[config.mk]
export PLATFORM = sky130hd
export DESIGN_NAME = if_fetch_stage
export DESIGN_NICKNAME = d
export VERILOG_FILES = /design/src/rtl/if_fetch_stage.sv
export SDC_FILE = /design/constraint.sdc
export NUM_CORES = 1
export LEC_CHECK = 0
export ABC_AREA = 1
export CORE_MARGIN = 2
export CORE_UTILIZATION = 44
export DETAILED_ROUTE_END_ITERATION = 10
export GPL_TIMING_DRIVEN = 0
export PLACE_DENSITY = 0.88
export SLEW_MARGIN = 10
export SYNTH_ARGS = -nofsm -noshare
export SYNTH_HDL_FRONTEND = slang
export SYNTH_SLANG_ARGS = --single-unit
[constraint.sdc]
create_clock -name clk -period 2 [get_ports clk]
set_clock_uncertainty 0.1 [all_clocks]
set_input_delay 0.2 -clock clk [delete_from_list [all_inputs] [get_ports clk]]
set_output_delay 0.2 -clock clk [all_outputs]
set_load 0.005 [all_outputs]
[src/rtl/if_fetch_stage.sv]
// ---------------------------------------------------------------------------
// if_fetch_stage
//
// Instruction-fetch stage. Owns the program counter, talks to an
// instruction memory that allows one request in flight at a time, buffers
// one returned instruction while ID is stalled, and offers instructions to
// ID through a valid/ready_go/allow_in handshake. Redirects from EX take
// priority over everything else. A response that was already in flight when
// the redirect arrived is swallowed so that ID never sees it.
//
// Ports:
//   clk, rst_n      rising-edge clock, asynchronous active-low reset
//   jump_req        redirect pulse from EX
//   jump_addr       redirect target (low two bits ignored)
//   inst_req        instruction memory request
//   inst_addr       request address
//   inst_gnt        memory accepts the request this cycle
//   inst_rvalid     response valid (at least one cycle after the grant)
//   inst_rdata      response data
//   pc_if           PC of the instruction offered to ID
//   instruction_if  instruction offered to ID
//   valid_if        stage holds a live fetch
//   ready_go_if     instruction data is available this cycle
//   allow_in_id     ID accepts this cycle
// ---------------------------------------------------------------------------
module if_fetch_stage #(
   parameter int unsigned           BUS_WIDTH  = 32,
   parameter int unsigned           DATA_WIDTH = 32,
   parameter logic [BUS_WIDTH-1:0]  RESET_PC   = '0
) (
   input  logic                  clk,
   input  logic                  rst_n,
   input  logic                  jump_req,
   input  logic [BUS_WIDTH-1:0]  jump_addr,
   output logic                  inst_req,
   output logic [BUS_WIDTH-1:0]  inst_addr,
   input  logic                  inst_gnt,
   input  logic                  inst_rvalid,
   input  logic [DATA_WIDTH-1:0] inst_rdata,
   output logic [BUS_WIDTH-1:0]  pc_if,
   output logic [DATA_WIDTH-1:0] instruction_if,
   output logic                  valid_if,
   output logic                  ready_go_if,
   input  logic                  allow_in_id
);

   typedef enum logic [2:0] {
      S_IDLE,
      S_REQ,
      S_WAIT,
      S_HOLD,
      S_DISCARD
   } state_t;

   state_t                  state, state_nxt;
   logic [BUS_WIDTH-1:0]    pc, pc_nxt;
   logic [BUS_WIDTH-1:0]    pc_plus4;
   logic [BUS_WIDTH-1:0]    jump_target;
   logic [DATA_WIDTH-1:0]   hold_inst;
   logic                    hold_load;
   logic                    xfer;

   assign pc_plus4    = pc + BUS_WIDTH'(4);
   assign jump_target = {jump_addr[BUS_WIDTH-1:2], 2'b00};

   // A redirect kills whatever is currently offered to ID in the same cycle.
   assign valid_if       = (state == S_WAIT || state == S_HOLD) && !jump_req;
   assign ready_go_if    = valid_if && (state == S_HOLD || inst_rvalid);
   assign xfer           = ready_go_if && allow_in_id;
   assign pc_if          = pc;
   assign instruction_if = (state == S_WAIT) ? inst_rdata : hold_inst;

   // Issuing the next request in the handoff cycle keeps one instruction
   // per cycle when the memory answers one cycle after the grant.
   always_comb begin
      // NOTE: every signal driven here gets a default first, so no path
      // leaves it unassigned and no latch is inferred.
      inst_req  = 1'b0;
      inst_addr = pc;
      if (!jump_req) begin
         if (state == S_REQ) begin
            inst_req = 1'b1;
         end else if (xfer) begin
            inst_req  = 1'b1;
            inst_addr = pc_plus4;
         end
      end
   end

   always_comb begin
      state_nxt = state;
      pc_nxt    = pc;
      hold_load = 1'b0;
      if (jump_req) begin
         pc_nxt = jump_target;
         // Only a request still awaiting its response needs draining; a
         // response arriving with the jump is simply dropped here.
         if ((state == S_WAIT || state == S_DISCARD) && !inst_rvalid) begin
            state_nxt = S_DISCARD;
         end else begin
            state_nxt = S_REQ;
         end
      end else begin
         case (state)
            S_IDLE: state_nxt = S_REQ;
            S_REQ: begin
               if (inst_gnt) state_nxt = S_WAIT;
            end
            S_WAIT, S_HOLD: begin
               if (xfer) begin
                  pc_nxt    = pc_plus4;
                  state_nxt = inst_gnt ? S_WAIT : S_REQ;
               end else if (state == S_WAIT && inst_rvalid) begin
                  hold_load = 1'b1;
                  state_nxt = S_HOLD;
               end
            end
            S_DISCARD: begin
               if (inst_rvalid) state_nxt = S_REQ;
            end
            default: state_nxt = S_IDLE;
         endcase
      end
   end

   always_ff @(posedge clk or negedge rst_n) begin
      if (!rst_n) begin
         state     <= S_IDLE;
         pc        <= RESET_PC;
         hold_inst <= '0;
      end else begin
         // NOTE: non-blocking assignments here so every register samples
         // the pre-edge values regardless of statement order.
         state <= state_nxt;
         pc    <= pc_nxt;
         if (hold_load) hold_inst <= inst_rdata;
      end
   end

   // The memory keeps at most one request outstanding and only answers a
   // granted request, so no response can show up while requesting or holding.
   single_outstanding_a : assert property (
      @(posedge clk) disable iff (!rst_n)
      !(inst_rvalid && (state == S_REQ || state == S_HOLD))
   );

endmodule
==> results.tsv, run 1 <==
stage	metric	value	unit
grt	use_met1	35.6	%
worst_hold_path	hold_depth	3	
cells_and_area	final_common_cell	nand2_1	
clock_tree	cts_tree	yes	
critical_path	cp_data_arrival_time	2.35	ns
sta	worst_slack	-0.654	ns
sta	worstMarginPinSlew	0.885	ns
grt	grt_use_met3	8.43	%
cells_and_area	layout.nets	942	
pwr	ir_drop	0.000730	V
synthesis	seq_area_frac_synth	40.0	%
place	dpl_cell_area	5830	µm²
status	status	finished, violations left	
worst_hold_path	hp-class	in -> reg	
sta	final_hold_viol_count	0	
clock_tree	cts_buffers	9	
cells_and_area	final_cell_mix	nand2_1, clkdlybuf4s50_1, inv_1	
pwr	powerDensity	929	nW/µm²
critical_path	r2r_cells	16	
detailed_routing	final_antenna_net_count	0	
critical_path	reg2reg_slack	-0.47	ns
critical_path	startpoint_type	flop	
critical_path	rr_endpoint	pc_if[19]$_DFFE_PN0N_	
synthesis	synthArstFlopShare	100	%
die	die_y	100	µm
critical_path	worstPathRequired	1.70	ns
place	dp_hpwl	9.67	mm
grt	busiest_layer	met2	
place	dp_cells	868	
grt	grtUsageTotal	34.0	%
die	fp.dieW	100	µm
pwr	p_total	7050	µW
detailed_routing	drt-vias-per-instance	5.95	
synthesis	ys_ff_latch	65	
sta	fin_crit_sh	133	%
detailed_routing	drt_wl_total	21.8	mm
cells_and_area	final_area	7590	µm²
synthesis	ys.flop_type	dfrtp_1	
detailed_routing	vias	5867	
synthesis	syn_inst	593	
clock_tree	h-tree-depth	3	
place	gp_congestion	0.905	
sta	rsz0062_at_grt	true	
cells_and_area	num_antenna_cells	0	
die	die_area	10000	µm²
place	port_buffers	161	
detailed_routing	drt-initial-drc-count	596	
sta	final_max_slew_viol_count	0	
sta	min_period	2.65	ns
die	start_util	44.7	%
detailed_routing	route.detailed.drc	0	
status	violations	negative setup slack	
die	rows	35	
grt	grt_first_pass_wirelength	26.7	mm
synthesis	synth_warnings	0	
clock_tree	root_buffer	clkbuf_8	
grt	antenna_found_initial	0	
cells_and_area	area_growth_syn_to_layout	86.4	%
synthesis	yosysUniqueCellTypes	34	
worst_hold_path	min_to	state[1]$_DFFE_PN0P_	
grt	overflow	0	
sta	timing.slew.headroom	41.0	%
sta	setup_violations	60	
grt	grt_use_met2	58.9	%
detailed_routing	drt_pass1_iterations	9	
grt	grt_max_degree	66	
worst_hold_path	hp-start	jump_req	
pwr	p_leak	0.00384	µW
cells_and_area	fin_cells	986	
synthesis	synth_edf_count	0	
detailed_routing	wl_per_cell	22.1	µm
critical_path	rr_startpoint	state[2]$_DFFE_PN0P_	
die	ios	169	
critical_path	cp_max_fo	4	
cells_and_area	drive_above_1_share	41.5	%
clock_tree	clk_pin_slew_worst_paths	0.10	ns
job	cap_violations	0	
critical_path	crit_path_end_kind	primary output	
clock_tree	cts.path.max_buffers	2	
synthesis	syn_area	4070	µm²
grt	grt_pass1_vias	5674	
die	core_area	9110	µm²
synthesis	avgSynthCellArea	6.86	µm²
sta	fmax	377	MHz
place	place_worst_setup_slack	-0.525	ns
clock_tree	clk_latency	0.37	ns
sta	fin_setup_tns	-17.48	ns
critical_path	crit_type	reg -> out	
clock_tree	clkSinkCount	65	
## metrics by stage
stage / hold slack, ns / utilization [%]
finish: 0.252 / 83.3
global route: 0.300 / 83.3
CTS: 0.244 / 76.9
detailed placement: 0.251 / 64.0
global placement: 0.366 / 64.0
floorplan: -0.196 / -
## worst max path at each step
stage,from,to,slack (ns),cells after the start
global route,pc_if[20]$_DFFE_PN0N_,inst_addr[29],-0.89,8
CTS,state[2]$_DFFE_PN0P_,instruction_if[13],-0.44,8
finish,pc_if[18]$_DFFE_PN0N_,inst_addr[29],-0.65,8
global placement,rst_n,hold_inst[17]$_DFFE_PN0P_,-1.50,1
floorplan,pc_if[2]$_DFFE_PN0N_,inst_addr[24],0.29,8
detailed placement,inst_rvalid,inst_addr[30],-0.53,9
## metal layers
layer	vias up	part of all wire (%)
li1	2391	-
met1	2672	32
met2	594	46
met3	208	13
met4	2	8.0
met5	-	0.25
## cells in the mapped netlist, types with 4 or more instances
library cell | number | area share, %
nand2_1 | 213 | 20
inv_1 | 82 | 7.6
o21ai_0 | 69 | 8.5
dfrtp_1 | 65 | 40
nand3_1 | 29 | 3.6
nor2_1 | 26 | 2.4
clkbuf_1 | 13 | 1.2
nand4_1 | 11 | 1.7
nor2_2 | 10 | 1.5
o21ai_1 | 9 | 1.1
and2_1 | 6 | 0.92
buf_2 | 6 | 0.74
nand3b_1 | 6 | 1.1
inv_2 | 5 | 0.46
nand3_2 | 5 | 1.2
nor2_4 | 5 | 1.4
buf_4 | 4 | 0.74
nand2_2 | 4 | 0.61
nor3_1 | 4 | 0.49
xor2_1 | 4 | 0.86
## layout make-up
| type | instances | area (µm²) |
|---|---|---|
| sequential | 65 | 1640 |
| multi-input combinational | 418 | 2650 |
| tap | 111 | 139 |
| fill | 487 | 1520 |
| buffer | 26 | 224 |
| timing repair buffer | 264 | 2370 |
| inverter | 87 | 332 |
| clock inverter | 2 | 60.1 |
| clock buffer | 13 | 169 |
## flip-flops by register name, summed over array words and instances, names as in the netlist
name and cells:
pc_if 30, hold_inst 32, state 3
## where the power goes
part | switching, µW | internal [µW]
Combinational | 1790 | 1770
Clock | 603 | 800
Sequential | 368 | 1720
Total | 2760 | 4290
## what timing repair did
action | 4_1_cts | 5_1_grt
setup endpoints to repair | 63 | 106
cloned | 2 | 2
buffers inserted | 85 | 38
pin swaps | 43 | 56
resized for setup | 289 | 250
hold endpoints to repair | 65 | 0
hold buffers | 1 | 0
## cells by family (layout without fill, tap and decap cells)
kind of cell | after synthesis | count (layout) | share of synthesized area [%]
compound gates | 82 | 82 | 10.2
xor+xnor | 7 | 7 | 1.88
fa+ha+maj | 1 | 1 | 0.307
buf+inv | 113 | 392 | 11.3
flops | 65 | 65 | 40.0
other cells | 1 | 4 | 0.0921
simple gates | 324 | 324 | 36.2
## critical path: stages (launching register included)
cell	delay, ns
dfrtp_1	0.50
nand2_1	0.27
nor2_1	0.27
nand4_1	0.18
nor2_2	0.19
nand2_1	0.20
nand2_1	0.13
nand2_2	0.09
buf_2	0.15
No activity file was read; power rests on OpenSTA's default activity.
==> run 2: changes to the inputs <==
--- a/config.mk
+++ b/config.mk
@@ -6,6 +6,7 @@
 export NUM_CORES = 1
 export LEC_CHECK = 0
 export ABC_AREA = 1
+export ABC_CLOCK_PERIOD_IN_PS = 2000
 export CORE_MARGIN = 2
 export CORE_UTILIZATION = 44
 export DETAILED_ROUTE_END_ITERATION = 10
==> results of run 2 <==
No change in the layout: final DEF, timing and power equal those of run 1.
